===== src/rtl/neuron_phase_loader_if.sv =====
// Phase write port for neuron_phase_loader: the host writes one phase per neuron
// while the loader is not shifting.
interface neuron_phase_loader_if #(
    parameter int N_NEURONS = 15,
    parameter int PHI_W     = 4
) ();
    localparam int IDX_W = $clog2(N_NEURONS);

    logic             wr_valid;
    logic [IDX_W-1:0] wr_idx;
    logic [PHI_W-1:0] wr_data;
    logic             wr_ready;

    modport master (output wr_valid, wr_idx, wr_data, input wr_ready);
    modport slave  (input wr_valid, wr_idx, wr_data, output wr_ready);
endinterface


===== src/rtl/neuron_phase_loader.sv =====
// Serial loader for the neuron phase chain: stores one phase per neuron and streams
// them MSB-first (last neuron first) with a divided shift strobe. LOADER_READBACK_EN adds chain readback.
module neuron_phase_loader #(
    parameter int N_NEURONS = 15,
    parameter int PHI_W     = 4,
    parameter int SHIFT_DIV = 4
) (
    input  logic                         clk,
    input  logic                         rst_n,
    neuron_phase_loader_if.slave         wr,
    input  logic                         start,
    output logic                         ser_out,
    output logic                         shift_en,
    input  logic                         ser_in,
    output logic                         busy,
    output logic                         done,
    input  logic [$clog2(N_NEURONS)-1:0] rd_idx,
    output logic [PHI_W-1:0]             rd_data
);
    localparam int IDX_W = $clog2(N_NEURONS);
    localparam int TOTAL = N_NEURONS * PHI_W;
    localparam int CNT_W = $clog2(TOTAL);
    localparam int DIV_W = $clog2(SHIFT_DIV);
    localparam logic [CNT_W-1:0] LAST_BIT = CNT_W'(TOTAL - 1);
    localparam logic [DIV_W-1:0] DIV_LAST = DIV_W'(SHIFT_DIV - 1);

    typedef enum logic [1:0] {IDLE, SHIFT, DONE} state_e;

    state_e                              state_q, state_d;
    logic [N_NEURONS-1:0][PHI_W-1:0]     mem_q, mem_d;
    logic [TOTAL-1:0]                    sr_q, sr_d;
    logic [CNT_W-1:0]                    cnt_q, cnt_d;
    logic [DIV_W-1:0]                    div_q, div_d;
    logic                                ser_out_q, ser_out_d;
    logic                                shift_en_q, shift_en_d;
    logic                                busy_q, busy_d;
    logic                                done_q, done_d;
    logic                                wr_ready_q, wr_ready_d;
    logic                                wr_fire;
`ifdef LOADER_READBACK_EN
    logic [TOTAL-1:0]                    rb_q, rb_d;
    logic [N_NEURONS-1:0][PHI_W-1:0]     rb_view;
`endif

    assign wr_fire = wr.wr_valid && wr_ready_q;

    always_comb begin
        state_d = state_q;
        mem_d   = mem_q;
        sr_d    = sr_q;
        cnt_d   = cnt_q;
        div_d   = div_q;
`ifdef LOADER_READBACK_EN
        rb_d    = rb_q;
`endif
        if (state_q == SHIFT) begin
            // shift_en_q high means the chain is taking the current bit this cycle
            if (shift_en_q) begin
                sr_d  = sr_q << 1;
                cnt_d = cnt_q + CNT_W'(1);
`ifdef LOADER_READBACK_EN
                rb_d  = {rb_q[TOTAL-2:0], ser_in};
`endif
                if (cnt_q == LAST_BIT) state_d = DONE;
            end
            div_d = (div_q == DIV_LAST) ? '0 : div_q + DIV_W'(1);
        end else begin
            if (wr_fire) begin
                if ({1'b0, wr.wr_idx} < (IDX_W+1)'(N_NEURONS)) mem_d[wr.wr_idx] = wr.wr_data;
                if (state_q == DONE) state_d = IDLE;
            end
            // load from mem_d so a same-cycle write lands in the stream
            if (start) begin
                state_d = SHIFT;
                sr_d    = mem_d;
                cnt_d   = '0;
                div_d   = '0;
`ifdef LOADER_READBACK_EN
                rb_d    = '0;
`endif
            end
        end
        busy_d     = (state_d == SHIFT);
        done_d     = (state_d == DONE);
        wr_ready_d = (state_d != SHIFT);
        shift_en_d = (state_d == SHIFT) && (div_d == DIV_LAST);
        ser_out_d  = (state_d == SHIFT) && sr_d[TOTAL-1];
    end

    always_ff @(posedge clk) begin
        if (!rst_n) begin
            state_q    <= IDLE;
            mem_q      <= '0;
            sr_q       <= '0;
            cnt_q      <= '0;
            div_q      <= '0;
            ser_out_q  <= 1'b0;
            shift_en_q <= 1'b0;
            busy_q     <= 1'b0;
            done_q     <= 1'b0;
            wr_ready_q <= 1'b1;
`ifdef LOADER_READBACK_EN
            rb_q       <= '0;
`endif
        end else begin
            state_q    <= state_d;
            mem_q      <= mem_d;
            sr_q       <= sr_d;
            cnt_q      <= cnt_d;
            div_q      <= div_d;
            ser_out_q  <= ser_out_d;
            shift_en_q <= shift_en_d;
            busy_q     <= busy_d;
            done_q     <= done_d;
            wr_ready_q <= wr_ready_d;
`ifdef LOADER_READBACK_EN
            rb_q       <= rb_d;
`endif
        end
    end

    assign ser_out     = ser_out_q;
    assign shift_en    = shift_en_q;
    assign busy        = busy_q;
    assign done        = done_q;
    assign wr.wr_ready = wr_ready_q;

`ifdef LOADER_READBACK_EN
    // rb holds the chain's old contents in the same neuron order as the stream
    assign rb_view = rb_q;
    always_comb begin
        rd_data = '0;
        if ({1'b0, rd_idx} < (IDX_W+1)'(N_NEURONS)) rd_data = rb_view[rd_idx];
    end
`else
    logic unused_rb;
    assign unused_rb = ^{ser_in, rd_idx};
    assign rd_data   = '0;
`endif
endmodule


===== src/flat_wrapper.sv =====
// flat-port wrapper written by rule: the top's interface ports become plain ports
module neuron_phase_loader_flat 
#(
    parameter int N_NEURONS = 15,
    parameter int PHI_W     = 4,
    parameter int SHIFT_DIV = 4
)
  (clk, rst_n, start, ser_out, shift_en, ser_in, busy, done, rd_idx, rd_data, wr_wr_valid, wr_wr_idx, wr_wr_data, wr_wr_ready);
  neuron_phase_loader_if #(.N_NEURONS(N_NEURONS), .PHI_W(PHI_W)) wr_i ();
  input  logic clk;
  input  logic rst_n;
  input  logic start;
  output logic ser_out;
  output logic shift_en;
  input  logic ser_in;
  output logic busy;
  output logic done;
  input  logic [$clog2(N_NEURONS)-1:0] rd_idx;
  output logic [PHI_W-1:0] rd_data;
  input wire logic [$bits(wr_i.wr_valid)-1:0] wr_wr_valid;
  input wire logic [$bits(wr_i.wr_idx)-1:0] wr_wr_idx;
  input wire logic [$bits(wr_i.wr_data)-1:0] wr_wr_data;
  output wire logic [$bits(wr_i.wr_ready)-1:0] wr_wr_ready;
  assign wr_i.wr_valid = wr_wr_valid;
  assign wr_i.wr_idx = wr_wr_idx;
  assign wr_i.wr_data = wr_wr_data;
  assign wr_wr_ready = wr_i.wr_ready;
  neuron_phase_loader #(.N_NEURONS(N_NEURONS), .PHI_W(PHI_W), .SHIFT_DIV(SHIFT_DIV)) u_core (.clk(clk), .rst_n(rst_n), .wr(wr_i), .start(start), .ser_out(ser_out), .shift_en(shift_en), .ser_in(ser_in), .busy(busy), .done(done), .rd_idx(rd_idx), .rd_data(rd_data));
endmodule

===== config.mk =====
export PLATFORM = sky130hd
export DESIGN_NAME = neuron_phase_loader_flat
export DESIGN_NICKNAME = d
export VERILOG_FILES = /design/src/rtl/neuron_phase_loader_if.sv /design/src/rtl/neuron_phase_loader.sv /design/src/flat_wrapper.sv
export SDC_FILE = /design/constraint.sdc
export NUM_CORES = 1
export LEC_CHECK = 0
export ABC_AREA = 1
export CAP_MARGIN = 25
export CORE_MARGIN = 1
export CORE_UTILIZATION = 45
export DETAILED_ROUTE_END_ITERATION = 6
export HOLD_SLACK_MARGIN = 0.1
export PLACE_DENSITY = 0.7
export SLEW_MARGIN = 40
export SYNTH_ARGS = -nofsm -noshare
export SYNTH_HDL_FRONTEND = slang
export SYNTH_SLANG_ARGS = --single-unit

===== constraint.sdc =====
create_clock -name clk -period 3.1 [get_ports clk]
set_input_delay 0.62 -clock clk [delete_from_list [all_inputs] [get_ports clk]]
set_output_delay 0.62 -clock clk [all_outputs]
set_load 0.01 [all_outputs]

### After elaboration in Yosys (flattened, before gate mapping)

Cells that the tools add are included.

| storage, ports and cells | value |
|---|---|
| logic and storage cells | 65 |
| register bits | 135 |
| bits of input ports | 17 |
| output and inout bits | 9 |

| operators by class | value |
|---|---|
| reduce and logical (&&, ||, !) cells | 6 |
| mux-type cells | 20 |
| equal/unequal tests | 9 |
| $lt $le $gt $ge | 3 |
| add/sub/neg operators | 2 |

Operator list:

| kind | number |
|---|---|
| $mux W60 | 5 |
| $bwmux W60 | 1 |
| $mux W2 | 9 |
| $mux W6 | 3 |
| $demux W4 S4 | 1 |
| $eq A2 B2 Y1 const B | 4 |
| $add A6 B1 Y6 const B | 1 |
| $eq A6 B6 Y1 const B | 1 |
| $lt A4 B5 Y1 const B | 1 |
| $eq A2 B1 Y1 const B | 2 |
| $ge A4 B1 Y1 const B | 1 |
| $logic_and A1 B1 Y1 | 4 |
| $lt A4 B4 Y1 const B | 1 |
| $mux W4 | 1 |
| $ne A2 B1 Y1 const B | 2 |
| $add A2 B1 Y2 const B | 1 |
| $reduce_and A2 Y1 | 1 |
| $reduce_bool A2 Y1 | 1 |

### Longest topological paths before layout

Gate-level depths: netlist of run 1.

| depth | value |
|---|---|
| word-level depth | 10 |
| mapped depth | 11 |
| depth with buffers taken out | 9 |

### Worst setup path after synthesis of run 1

Ideal clock, no wire load.

| timing path | value |
|---|---|
| kind | input to register |
| from | in wr_wr_valid |
| to | reg u_core.mem_q[10] (netlist bit) |
| arrival time | 1,421 ps |
| library setup time | 114 ps |
| data required time | 2,986 ps |
| stages | 8 |
| path slack | 1,566 ps |
| path buffers | 1 |
| cell sequence | nand2_2 -> nor2_1 -> nand2_1 -> buf_2 -> nand2_1 -> o21ai_0 -> o21bai_1 -> inv_1 |

| on the way | value |
|---|---|
| word-level cells in the longest chain between the ends | 2 |

Ends and longest elaborated chain:

| what | RTL line | source |
|---|---|---|
| start: declaration | flat_wrapper.sv:20 | `input wire logic [$bits(wr_i.wr_valid)-1:0] wr_wr_valid;` |
| $logic_and A1 B1 Y1 | neuron_phase_loader.sv:45 | `assign wr_fire = wr.wr_valid && wr_ready_q;` |
| $mux W60 | neuron_phase_loader.sv:68 | `if (wr_fire) begin` |
| end signal: assignment | neuron_phase_loader.sv:107 | `mem_q <= mem_d;` |
| end: declaration | neuron_phase_loader.sv:30 | `logic [N_NEURONS-1:0][PHI_W-1:0] mem_q, mem_d;` |

No other way between the ends.
A chain may end at the register's enable or synchronous reset.

### Worst setup path after layout of run 1

| timing path | value |
|---|---|
| from | reg u_core.shift_en_q (netlist: u_core.shift_en) |
| to | out shift_en |

RTL lines:

| what | RTL line | source |
|---|---|---|
| start: declaration | neuron_phase_loader.sv:35 | `logic shift_en_q, shift_en_d;` |
| start signal: assignment | neuron_phase_loader.sv:112 | `shift_en_q <= shift_en_d;` |
| end: declaration | flat_wrapper.sv:14 | `output logic shift_en;` |

No word-level cell between the ends.

==> results, run 1 <==
- STA puts the critical path data required time at 2480 ps.
- The count of buffers added on input and output ports is 16.
- Summed over all failing endpoints, the final setup total negative slack is 0 ps.
- The via count is 6276.
- The startpoint identified for the worst register-to-register timing path is u_core.state_q[1].
- The simple-gate portion of the synthesized area is 24.3%.
- The final max-slew violation count is 0.
- The longest individual stage delay on the worst path is 570 ps.
- After floorplanning, the core was sized to cover 0.0151 mm^2.
- The initial antenna violation count was 0.
- Of the available clock period, the critical path in the final layout requires 65.6%.
- The final worst setup slack is 1070 ps.
- The launch point of the worst path is u_core.shift_en.
- The biggest fanout along the worst timing path is 4.
- Setup repair after global routing left no endpoint under its margin.
- The worst hold path belongs to the class reg2reg.
- The deepest level of the CTS H-tree is 4.
- Cells fill 51.1% of the core in the end.
- During synthesis, Yosys emitted a total of 0 warnings.
- By area the synthesized netlist is led by sky130_fd_sc_hd__dfxtp_1, sky130_fd_sc_hd__nand2_1, sky130_fd_sc_hd__inv_1, sky130_fd_sc_hd__o21ai_0, sky130_fd_sc_hd__o21bai_1.
- Clock latency on the worst-skew pair, taken at its later pin, is 430 ps.
- The sequential cell area fraction in the yosys report is 39.0%.
- The post-route non-filler standard cell count is 1246.
- The global-route total usage across every layer is 21.4%.
- After the last flow step, the layout net total stands at 1064.
- The die is 126 um tall.
- The CTS tree is done.
- The width of the chip is 126 um.
- Measured against its own limit, the worst slew margin works out to 53.3%.
- The synthesized-area fraction occupied by adder cells is 0.361%.
- The maximum vdd drop is 0.377 mV.
- The first detailed-routing pass took 7 iterations.
- The per-cell routed wire length is 13.0 um.
- The fraction of the mapped netlist area in compound gates is 22.4%.
- The post-route DRC violation count is 2.
- The endpoint identified for the worst register-to-register timing path is u_core.mem_q[55].
- The number of antenna diodes is 0.
- Multiplexer cells account for 0% of the synthesized area.
- The cell type with the largest total area after synthesis is sky130_fd_sc_hd__dfxtp_1.
- In this run, the number of DRC markers left after iteration 0 of detailed routing was 585.
- Static timing analysis puts the maximum clock frequency at 492 MHz.
- The main combinational cell family by area after synthesis is simple AND/OR/NAND/NOR gates.
- The synthesized design contains 135 register bits.
- The worst setup path is launched from a flip-flop.
- The number of primary I/O pins is 26.
- Combinational logic is responsible for 11.1% of the overall power.
- The signed area change from the synthesized netlist to the final layout is 11.5%.
- The total overflow reported by the global router is 0.
- The count of standard-cell rows is 45.
- Leaving out fill and tap cells, the most frequent cell in the layout is sky130_fd_sc_hd__nand2_1.
- The setup check on the worst reg-to-reg path leaves a slack of 1210 ps.
- The cell internal power dissipation is 3.32 mW.
- The number of placed instances, taps included, is 1214.
- The cell area power density is 578 mW/mm^2.
- TritonCTS created 17 clock buffers.
- The overall power consumption is 4.47 mW.
- Clock skew on the completed layout was measured at 4.84 ps.
- The number of hold-slack violations in the final timing report is 0.
- The die covers 0.0159 mm^2.
- The area of the multi-input gates is 0.00328 mm^2.
- The sink of the worst hold path is u_core.sr_q[0].
- The cell count after synthesis is 1058.
- The HPWL after detailed placement is 9540 um.
- Prior to clock tree synthesis, the placed netlist has a worst setup slack of 729 ps.
- The class of the most critical setup path is reg2out.
- The maximum number of pins on one net before global-route repair is 64.
- The library cells used most frequently in the layout, excluding fill and tap cells, are sky130_fd_sc_hd__nand2_1, sky130_fd_sc_hd__inv_1, sky130_fd_sc_hd__dfxtp_1, sky130_fd_sc_hd__o21ai_0, sky130_fd_sc_hd__a21oi_1.
- After clock tree synthesis, the setup repair step added 0 buffers.
- The flow ran to the end, but the final reports show violations.
- Dividing the detail-routed via count by the number of cells gives 5.04.
- The final reports fail on design-rule violations.
- The master of the slowest instance on the critical path is sky130_fd_sc_hd__clkdlybuf4s50_1.
- The net switching share of the total power is 25.8%.
- The initial utilization of the core area, before any placement, comes to 45.8%.
- The xor and xnor area share after synthesis is 0%.
- The via count of the first global-routing pass came to 5602.
- Traced cell by cell, the critical path runs through clkdlybuf4s50_1.
- The filler cell count in the final layout is 1507.
- The total of hold buffers inserted after clock tree synthesis is 0.
- The clock-pin slew on the worst setup and hold paths is 60 ps.
- The tree built by TritonCTS fans out to 135 sinks.
- Summed over all nets, the switching power comes to 1.15 mW.
- The largest buffer count on any clock path is 2.
- The clock share of power is 46.5%.
- The global-route wire length before repair is 27200 um.
- The top cell type by area accounts for 39.0% of the synthesized area.
- The transition time at the pin with the least slew margin is 699 ps.
- STA classifies the critical path endpoint as an output pin.
- The sum of routed wire length over all layers is 16200 um.
- Summing every instance area after synthesis gives 0.00693 mm^2.
- Across the whole layout, storage elements account for 0.00270 mm^2.
- For this design the static power due to leakage is 3.78 nW.
- The fraction of final layout cells with drive strength greater than 1 is 8.32%.
- Setup violations remaining at the end of the flow were counted as 0.
- The placer's final routability congestion estimate is 0.797.
- The post-detailed-route count of antenna-violating nets is 0.
- The number of instances resized during post-cts repair is 0.
- The post-synthesis average cell area is 6.55 um^2.
- The time the worst path needs with I/O delays and setup is 2030 ps.
- The tree is rooted in a sky130_fd_sc_hd__clkbuf_16.
- The arrival time at the worst endpoint is 1410 ps.
- The worst-case reg-to-reg path depth is 6.
- The family of cells with the greatest summed delay on the critical path is buffers and inverters.
- Counting instances, the worst hold path has a depth of 2.
- The sequential fraction of design power is 42.4%.
- The unique cell type count in the Yosys netlist is 27.
- The startpoint identified for the worst hold timing path is u_core.sr_q[0].
- Together, buffers and inverters on the worst path number 1.
- The number of max-capacitance violations reported is 0.
[cell usage after synthesis]
cell type / n
sky130_fd_sc_hd__o211ai_1: 1
sky130_fd_sc_hd__buf_6: 5
sky130_fd_sc_hd__clkbuf_1: 33
sky130_fd_sc_hd__nor2_1: 23
sky130_fd_sc_hd__nand3_1: 59
sky130_fd_sc_hd__o21bai_1: 47
sky130_fd_sc_hd__o21ai_1: 28
sky130_fd_sc_hd__conb_1: 1
sky130_fd_sc_hd__a211oi_1: 1
sky130_fd_sc_hd__buf_4: 7
sky130_fd_sc_hd__o21a_1: 1
sky130_fd_sc_hd__nor3_1: 2
sky130_fd_sc_hd__nand2_1: 331
sky130_fd_sc_hd__a21oi_2: 27
sky130_fd_sc_hd__nand4_1: 2
sky130_fd_sc_hd__ha_1: 2
sky130_fd_sc_hd__nand2_2: 2
sky130_fd_sc_hd__or2_2: 1
sky130_fd_sc_hd__dfxtp_1: 135
sky130_fd_sc_hd__o21ai_0: 95
sky130_fd_sc_hd__clkinv_4: 1
sky130_fd_sc_hd__a21oi_1: 65
sky130_fd_sc_hd__nor2_2: 3
sky130_fd_sc_hd__inv_2: 4
sky130_fd_sc_hd__inv_1: 159
sky130_fd_sc_hd__buf_2: 21
sky130_fd_sc_hd__clkinv_1: 2
[worst register-to-register path, stage by stage, from the launching register on]
cell	delay, ps
sky130_fd_sc_hd__dfxtp_1	320
sky130_fd_sc_hd__inv_1	80
sky130_fd_sc_hd__nand2_2	100
sky130_fd_sc_hd__clkinv_2	550
sky130_fd_sc_hd__buf_4	480
sky130_fd_sc_hd__o21bai_1	200
sky130_fd_sc_hd__inv_1	50
[metrics by stage]
stage | instance area (um^2) | hold WS, ps
final | 7730 | 475
after global placement | 7130 | 455
after floorplan | 6950 | 444
after detailed placement | 7130 | 466
after global routing | 7730 | 505
after CTS | 7730 | 475
[area by class of cell]
class                      count  share of cell area [%]
clock inverter                13                    1.99
multi-input combinational    694                    42.4
inverter                     166                    8.14
clock buffer                  19                    5.86
timing repair buffer          31                    3.62
tap                          188                    3.04
sequential                   135                    34.9
[worst max path at each step]
stage | cells after the start | slack [ps] | endpoint
after floorplan | 8 | 1570 | u_core.mem_q[10]
after global placement | 6 | 750 | u_core.sr_q[19]
after detailed placement | 6 | 730 | u_core.sr_q[24]
after CTS | 1 | 1070 | shift_en
after global routing | 9 | 980 | u_core.sr_q[8]
final | 1 | 1070 | shift_en
[per-layer routing]
metal	vias up	wire [um]	global-route usage [%]
li1	3291	-	-
met1	2838	7610	26.7
met2	120	7590	36.5
met3	27	713	4.55
met4	0	290	7.44
met5	-	0	0
[cell families after synthesis]
kind of cell,Yosys count
adders and majority gates,2
buffers and inverters,232
DFF,135
other,1
AOI/OAI and AO/OA,265
and+or+nand+nor,423
[power groups by stage]
stage / clock (mW) / sequential [mW] / combinational (mW)
finish: 2.08 / 1.90 / 0.498
global route: 2.18 / 1.91 / 0.569
CTS: 2.10 / 1.89 / 0.499
detailed placement: 0 / 1.93 / 0.494
global placement: 0 / 1.93 / 0.485
floorplan: 0 / 1.92 / 0.388
[state kept, by name (all words and copies together) (netlist names)]
register	flops
u_core.mem_q	60
u_core.sr_q	60
u_core.cnt_q	6
u_core.div_q	2
u_core.state_q	2
u_core.busy	1
u_core.done	1
u_core.ser_out	1
u_core.shift_en	1
u_core.wr.wr_ready	1
Power figures use the tool's default switching activity.
==> run 2, diff against run 1 <==
--- a/config.mk
+++ b/config.mk
@@ -11,7 +11,7 @@
 export CORE_UTILIZATION = 45
 export DETAILED_ROUTE_END_ITERATION = 6
 export HOLD_SLACK_MARGIN = 0.1
-export PLACE_DENSITY = 0.7
+export PLACE_DENSITY = 0.72
 export SLEW_MARGIN = 40
 export SYNTH_ARGS = -nofsm -noshare
 export SYNTH_HDL_FRONTEND = slang
==> constraint.sdc (replaced) <==
create_clock -name clk -period 1.8 [get_ports clk]
set_input_delay 0.36 -clock clk [delete_from_list [all_inputs] [get_ports clk]]
set_output_delay 0.36 -clock clk [all_outputs]
set_load 0.01 [all_outputs]
==> run 2 against run 1 <==
Critical endpoint unchanged. Critical path depth stayed put. Clock power is 66% higher. Sequential share of layout area is 1.4 points lower. The flow still finishes with violations (design-rule violations).
==> results, run 2 (synthesized netlist as in run 1, its figures left out) <==
- The run finished, with violations left.
- The final reports fail on design-rule violations.
- The minimum setup slack among reg-to-reg paths is 320 ps (-890 ps).
- The sink of the worst hold path is u_core.mem_q[33].
- The number of primary I/O pins is 26 (unchanged).
- The worst-case reg-to-reg path depth came to 6 (unchanged).
- The number of design-rule violations left by the first detailed-router iteration is 480 (-18%).
- The per-cell routed wire length is 12.8 um (-1.6%).
- The CTS tree is done.
- The largest buffer count on any clock path is 2 (unchanged).
- The maximum number of pins on one net before global-route repair is 62 (-3.1%).
- The overall die area is 0.0159 mm^2 (unchanged).
- The worst hold path cell count is 3 (+1).
- The setup TNS is 0 ps (unchanged).
- The number of hold-slack violations in the final timing report is 0 (unchanged).
- The core outline area was 0.0151 mm^2 (unchanged).
- The width of the chip came to 126 um (unchanged).
- Setup repair after global routing left no endpoint under its margin.
- The commonest non-fill, non-tap cell in the layout is sky130_fd_sc_hd__nand2_1.
- The number of port buffers is 16 (unchanged).
- In this run the most used layer during global routing was met2.
- The switching component of the power is 1.94 mW (+68%).
- The endpoint class of the critical path is an output pin.
- The setup skew after layout was 5.61 ps (+0.774 ps).
- The combinational fraction of design power is 12.2% (+1.1 points).
- The net switching share of the total power came to 25.3% (-0.48 points).
- The number of setup buffers added after CTS is 0 (unchanged).
- The cell area power density was 950 mW/mm^2 (+64%).
- The worst setup path is launched from a flip-flop.
- The total of hold buffers inserted after clock tree synthesis came to 0 (unchanged).
- The number of CTS-inserted buffers is 17 (unchanged).
- The clock-pin slew on the worst setup and hold paths is 60 ps (about the same).
- Walking the worst path, the cells encountered are clkdlybuf4s50_1.
- The HPWL after detailed placement came to 9880 um (+3.6%).
- The cell internal power dissipation is 5.71 mW (+72%).
- The start of the worst register-to-register path is u_core.wr.wr_ready.
- The number of antenna diodes was 0 (unchanged).
- The standby leakage power is 3.96 nW (+4.6%).
- The placer's final routability congestion estimate came to 0.806 (+1.2%).
- The number of instances resized during post-cts repair is 0 (unchanged).
- The number of placed instances with taps included is 1239 (+2.1%).
- The number of failing setup endpoints in the final timing report is 0 (unchanged).
- The family of cells with the greatest summed delay on the critical path is buffers and inverters.
- The largest registers in the layout are u_core.mem_q: 60 flops, u_core.sr_q: 60 flops, u_core.cnt_q: 6 flops.
- The via count of the first global-routing pass is 5964 (+6.5%).
- The clock share of power is 45.1% (-1.4 points).
- The count of TritonRoute iterations in the first routing pass was 7 (unchanged).
- The number of max-capacitance violations reported is 0 (unchanged).
- The sum of routed wire length over all layers is 16300 um (+0.37%).
- The time the worst path needs with I/O delays and setup is 1720 ps.
- The area growth from synthesis to layout is 16.1%.
- The startpoint identified for the worst hold timing path is rst_n.
- The worst setup slack after placement was -129 ps (-858 ps).
- The final worst setup slack came to 81.9 ps (-984 ps).
- The path class of the tightest hold or removal check is in2reg.
- The via density per instance is 5.07 (+0.74%).
- The global routing met3 resource utilization is 4.72% (+0.17 points).
- Timing would allow up to 582 MHz.
- The met2 track demand over resource is 37.4% (+0.88 points).
- The clock latency on the worst-skew pair came to 420 ps (about the same).
- The fraction of final layout cells with drive strength greater than 1 is 10.2% (+1.9 points).
- The global-route wire length before repair was 28100 um (+3.5%).
- In the layout the commonest cells are sky130_fd_sc_hd__nand2_1, sky130_fd_sc_hd__inv_1, sky130_fd_sc_hd__dfxtp_1, sky130_fd_sc_hd__o21ai_0, sky130_fd_sc_hd__a21oi_1.
- The sequential fraction of design power is 42.7% (+0.3 points).
- The launch point of the worst path is u_core.shift_en.
- Among all stages on the critical path, the largest delay is contributed by sky130_fd_sc_hd__clkdlybuf4s50_1.
- The longest individual stage delay on the worst path is 550 ps (-20 ps).
- The count of standard-cell rows came to 45 (unchanged).
- The initial antenna violation count is 0 (unchanged).
- The die boundary height was 126 um (unchanged).
- The number of sinks driven by the clock tree came to 135 (unchanged).
- The worst setup path is of the reg2out kind.
- The endpoint of the worst-slack reg-to-reg timing path is u_core.sr_q[49].
- The post-detailed-route count of antenna-violating nets came to 0 (unchanged).
- The initial core utilization is 45.8% (unchanged).
- The overall power consumption is 7.65 mW (+71%).
- The deepest level of the CTS H-tree is 4 (unchanged).
- The root buffer cell is sky130_fd_sc_hd__clkbuf_16.
- The post-route DRC violation count is 2 (unchanged).
- The via count is 6449 (+2.8%).
- The biggest fanout along the worst timing path is 4 (unchanged).
- The final max-slew violation count is 0 (unchanged).
- The global-route total usage across every layer is 22.0% (+0.58 points).
- The arrival time at the worst endpoint is 1360 ps (-50 ps).
- The maximum vdd drop came to 0.696 mV (+84%).
- The count of buffering cells on the critical path with inverters included is 1 (unchanged).
- The number of nets in the layout is 1089 (+2.3%).
- The post-route non-filler standard cell count is 1271 (+2.0%).
- The met1 track demand over resource in global routing is 27.5% (+0.81 points).
- The data required time at the worst endpoint is 1440 ps (-1040 ps).
- The worst path uses 95.5% of the clock period.
- The total overflow reported by the global router came to 0 (unchanged).
[run 2: cell types whose count changed in the layout (fill, tap and decap cells not counted)]
cell                         delta
sky130_fd_sc_hd__buf_12        +12
sky130_fd_sc_hd__buf_4         +13
sky130_fd_sc_hd__bufinv_16      -1
sky130_fd_sc_hd__clkbuf_1       +2
sky130_fd_sc_hd__clkbuf_8       +2
sky130_fd_sc_hd__clkinv_4       -1
sky130_fd_sc_hd__clkinvlp_4     -3
sky130_fd_sc_hd__inv_2          +1
[run 2: stage by stage]
stage | hold slack, ps | util (%) | area, um^2
finish | 320 | 53.1 | 8050
global route | 319 | 53.1 | 8050
CTS | 306 | 53.1 | 8050
detailed placement | 463 | 49.3 | 7460
global placement | 459 | 49.3 | 7460
floorplan | 444 | - | 6950
[run 2: worst max path at each step]
stage | to | slack [ps] | cells past startpoint
after global routing | shift_en | 30 | 1
after CTS | shift_en | 60 | 1
after detailed placement | u_core.sr_q[49] | -130 | 7
after floorplan | u_core.mem_q[10] | 490 | 8
after global placement | u_core.mem_q[4] | -110 | 10
final | shift_en | 80 | 1
[run 2: layout make-up]
cell class	instances	area (um^2)
Timing Repair Buffer	56	618
Sequential cell	135	2700
Multi-Input combinational cell	694	3280
Fill cell	1438	7100
Clock buffer	23	488
Tap cell	188	235
Inverter	166	628
Clock inverter	9	97.6
[run 2: power by group through the flow]
stage | registers (mW) | logic [mW] | clock network (mW)
detailed placement | 3.33 | 0.930 | 0
CTS | 3.26 | 0.938 | 3.51
global route | 3.29 | 1.06 | 3.64
floorplan | 3.31 | 0.669 | 0
global placement | 3.32 | 0.910 | 0
finish | 3.27 | 0.936 | 3.45
[run 2: layer usage]
layer / wire length, um / up-vias / part of all wire (%)
met2: 7700 / 145 / 47
met5: 0 / - / 0
met3: 709 / 27 / 4.4
li1: - / 3339 / -
met1: 7600 / 2938 / 47
met4: 264 / 0 / 1.6
==> run 3, diff against run 2 <==
--- a/config.mk
+++ b/config.mk
@@ -5,13 +5,12 @@
 export SDC_FILE = /design/constraint.sdc
 export NUM_CORES = 1
 export LEC_CHECK = 0
-export ABC_AREA = 1
 export CAP_MARGIN = 25
 export CORE_MARGIN = 1
 export CORE_UTILIZATION = 45
 export DETAILED_ROUTE_END_ITERATION = 6
 export HOLD_SLACK_MARGIN = 0.1
-export PLACE_DENSITY = 0.72
+export PLACE_DENSITY = 0.73
 export SLEW_MARGIN = 40
 export SYNTH_ARGS = -nofsm -noshare
 export SYNTH_HDL_FRONTEND = slang
==> run 3 against run 2 <==
Critical endpoint is now u_core.sr_q[45]. Global-route usage rose by 2.4 points. Critical path depth rose by 5. The run now ends clean. Core utilization rose by 3.6 points.
==> results, run 3 <==
- The library cell used most frequently in the layout, excluding fill and tap cells, is sky130_fd_sc_hd__dfxtp_1.
- The cell count after synthesis is 632 (-40%).
- The count of standard-cell rows is 41 (-8.9%).
- The largest buffer count on any clock path is 2 (unchanged).
- The arrival time at the worst endpoint is 2040 ps (+680 ps).
- The initial core utilization is 46.2% (+0.46 points).
- The endpoint class of the critical path is a flip-flop.
- The core outline area was 0.0126 mm^2 (-17%).
- The number of antenna diodes was 0 (unchanged).
- The initial antenna violation count was 0 (unchanged).
- The number of nets in the layout was 708 (-35%).
- The maximum vdd drop is 0.690 mV (-0.85%).
- The deepest level of the CTS H-tree is 4 (unchanged).
- The number of warnings printed during yosys synthesis is 0 (unchanged).
- The endpoint of the worst-slack reg-to-reg timing path is u_core.sr_q[45].
- The overall power consumption was 6.62 mW (-13%).
- The number of hold-slack violations in the final timing report is 0 (unchanged).
- The start of the worst register-to-register path is u_core.state_q[1].
- The final worst-path cycle share is 96.5% (+1.0 points).
- The clock latency on the worst-skew pair is 420 ps (about the same).
- The total of hold buffers inserted after clock tree synthesis is 0 (unchanged).
- The time the worst path needs with I/O delays and setup is 1740 ps (+18.9 ps).
- By area the synthesized netlist is led by sky130_fd_sc_hd__dfxtp_1, sky130_fd_sc_hd__a221o_1, sky130_fd_sc_hd__a22o_1, sky130_fd_sc_hd__nor3_1, sky130_fd_sc_hd__nand2_1.
- The clock-pin slew on the worst setup and hold paths came to 50 ps (about the same).
- The global-route wire length before repair is 24700 um (-12%).
- The share of Yosys cell area claimed by the top area cell type is 46.3% (+7.3 points).
- The HPWL after detailed placement is 9840 um (-0.40%).
- The minimum setup slack among reg-to-reg paths is 60 ps (-260 ps).
- The number of register bits inferred by synthesis came to 135 (unchanged).
- The count of flip-flops with a built-in enable after synthesis came to 0 (unchanged).
- The CTS tree is done.
- The final max-slew violation count is 0 (unchanged).
- The number of primary I/O pins is 26 (unchanged).
- The unique cell type count in the Yosys netlist came to 38 (+41%).
- The cell type with the largest total area after synthesis is sky130_fd_sc_hd__dfxtp_1.
- The run finished with clean final reports.
- The post-route DRC violation count is 0 (-2).
- The fraction of registers with async set/reset came to 0% (unchanged).
- In the layout the commonest cells are sky130_fd_sc_hd__dfxtp_1, sky130_fd_sc_hd__nand2_1, sky130_fd_sc_hd__nor3_1, sky130_fd_sc_hd__buf_4.
- The global-route total usage across every layer is 24.4% (+2.4 points).
- Setup repair after global routing left no endpoint under its margin.
- The number of failing setup endpoints in the final timing report is 0 (unchanged).
- The worst-case reg-to-reg path depth came to 6 (unchanged).
- In the post-synthesis netlist, the cell with the most instances is sky130_fd_sc_hd__dfxtp_1.
- The number of CTS-inserted buffers was 17 (unchanged).
- The cell area after synthesis is 0.00584 mm^2 (-16%).
- The worst setup path is launched from a flip-flop.
- The signed area change from the synthesized netlist to the final layout is 22.7%.
- The via count was 5198 (-19%).
- The post-synthesis average cell area is 9.23 um^2 (+41%).
- For this run, the leading register cell type out of synthesis is sky130_fd_sc_hd__dfxtp_1.
- The via count of the first global-routing pass is 4867 (-18%).
- The number of port buffers is 16 (unchanged).
- The count of TritonRoute iterations in the first routing pass is 5 (-2).
- The fraction of final layout cells with drive strength greater than 1 is 17.5% (+7.3 points).
- The share of the core filled with cells came to 56.7% (+3.6 points).
- The largest registers in the layout are u_core.mem_q: 60 flops, u_core.sr_q: 60 flops, u_core.cnt_q: 6 flops.
- The die boundary height came to 116 um (-8.1%).
- The sequential cell area fraction in the yosys report is 46.3% (+7.3 points).
- The placer's final routability congestion estimate is 0.824 (+2.2%).
- The number of max-capacitance violations reported came to 0 (unchanged).
- The number of instances resized during post-cts repair was 1 (+1).
- The standby leakage power is 2.80 nW (-29%).
- The number of design-rule violations left by the first detailed-router iteration is 453 (-5.6%).
- In this run the worst setup path begins at u_core.state_q[1].
- The per-cell routed wire length is 17.6 um (+38%).
- The tree is rooted in a sky130_fd_sc_hd__clkbuf_16.
- The transition time at the pin with the least slew margin is 555 ps.
- The cell area power density is 925 mW/mm^2 (-2.7%).
- Headroom to the max-slew limit came out at 62.9%.
- The maximum number of pins on one net before global-route repair is 88 (+42%).
- The via density per instance is 5.95 (+17%).
- The data required time at the worst endpoint is 2100 ps (+660 ps).
- The sum of routed wire length over all layers is 15400 um (-5.4%).
- The setup skew after layout is 5.25 ps (-0.366 ps).
- In this run the worst hold path is classified as in2reg.
- In this run the worst setup path terminates at u_core.sr_q[45].
- The overall die area is 0.0134 mm^2 (-16%).
- The achievable clock frequency is 576 MHz (-1.1%).
- The width of the chip is 116 um (-8.1%).
- The biggest fanout along the worst timing path is 39 (+35).
- The post-detailed-route count of antenna-violating nets is 0 (unchanged).
- The total overflow reported by the global router is 0 (unchanged).
- By count the netlist is led by sky130_fd_sc_hd__dfxtp_1, sky130_fd_sc_hd__nand2_1, sky130_fd_sc_hd__nor3_1.
- The number of sinks driven by the clock tree came to 135 (unchanged).
- The class of the most critical setup path is reg2reg.
- The number of setup buffers added after CTS is 0 (unchanged).
==> run 3: cell types whose count changed after synthesis, sizes merged, moves of 73 or more <==
cell | previous run | this run
nor3 | 2 | 75
a21oi | 92 | 9
inv | 163 | 4
o21ai | 123 | 37
nand2 | 333 | 77
==> run 3: logic make-up (layout without fill, tap and decap cells) <==
group | count (synthesis) | count (layout) | synth area share [%]
flip-flops | 135 | 135 | 46.3
buffers and inverters | 61 | 127 | 4.89
XOR/XNOR | 1 | 1 | 0.150
other | 1 | 4 | 0.0643
adder cells (fa/ha/maj) | 2 | 2 | 0.429
AO/OA/AOI/OAI | 170 | 170 | 23.9
AND/OR/NAND/NOR | 237 | 237 | 19.9
multiplexers | 25 | 25 | 4.31
==> run 3: metrics by stage <==
step | hold WS (ps) | TNS, ps | cell area (um^2) | setup slack (ps) | std cells
after detailed placement | 453 | -25650 | 6620 | -326 | 842
after CTS | 442 | 0 | 7150 | 50.2 | 873
after global placement | 446 | -21940 | 6610 | -285 | 842
after global routing | 466 | 0 | 7160 | 2.10 | 873
final | 459 | 0 | 7160 | 63.0 | 873
after floorplan | 436 | 0 | 5850 | 92.8 | 635
==> run 3: layer usage <==
| metal | GRT usage [%] | wire length, um |
|---|---|---|
| met5 | 0 | 0 |
| met4 | 12.2 | 408 |
| met3 | 4.29 | 796 |
| met2 | 40.6 | 7390 |
| met1 | 30.4 | 6800 |
==> run 3: worst min-delay path by stage <==
stage	depth (start not counted)	to	start
after floorplan	2	u_core.sr_q[59]	u_core.sr_q[59]
after global placement	2	u_core.sr_q[59]	u_core.sr_q[59]
after detailed placement	2	u_core.sr_q[59]	u_core.sr_q[59]
after CTS	4	u_core.mem_q[22]	rst_n
after global routing	4	u_core.mem_q[22]	rst_n
final	4	u_core.mem_q[22]	rst_n
==> run 3: cell type report <==
| cell class | instances | area, um^2 |
|---|---|---|
| inverters | 4 | 15.0 |
| multi-input cells | 439 | 2870 |
| well taps | 172 | 215 |
| clock inverters | 3 | 15.0 |
| flip-flops and latches | 135 | 2700 |
| clock buffers | 28 | 517 |
| repair buffers | 92 | 820 |
| fillers | 1131 | 5460 |
==> run 3: worst max-delay path: stages, from the launching register on <==
cell,delay (ps)
sky130_fd_sc_hd__dfxtp_1,400
sky130_fd_sc_hd__nand2b_1,200
sky130_fd_sc_hd__buf_6,190
sky130_fd_sc_hd__a21oi_4,100
sky130_fd_sc_hd__buf_12,180
sky130_fd_sc_hd__a22o_1,210
sky130_fd_sc_hd__a221o_1,310
==> run 3: where the power goes <==
group | leakage, nW | switching [mW] | total, mW | internal [mW]
logic | 1.45 | 0.301 | 0.469 | 0.168
registers | 1.09 | 0.0159 | 3.04 | 3.02
clock network | 0.264 | 1.19 | 3.12 | 1.93
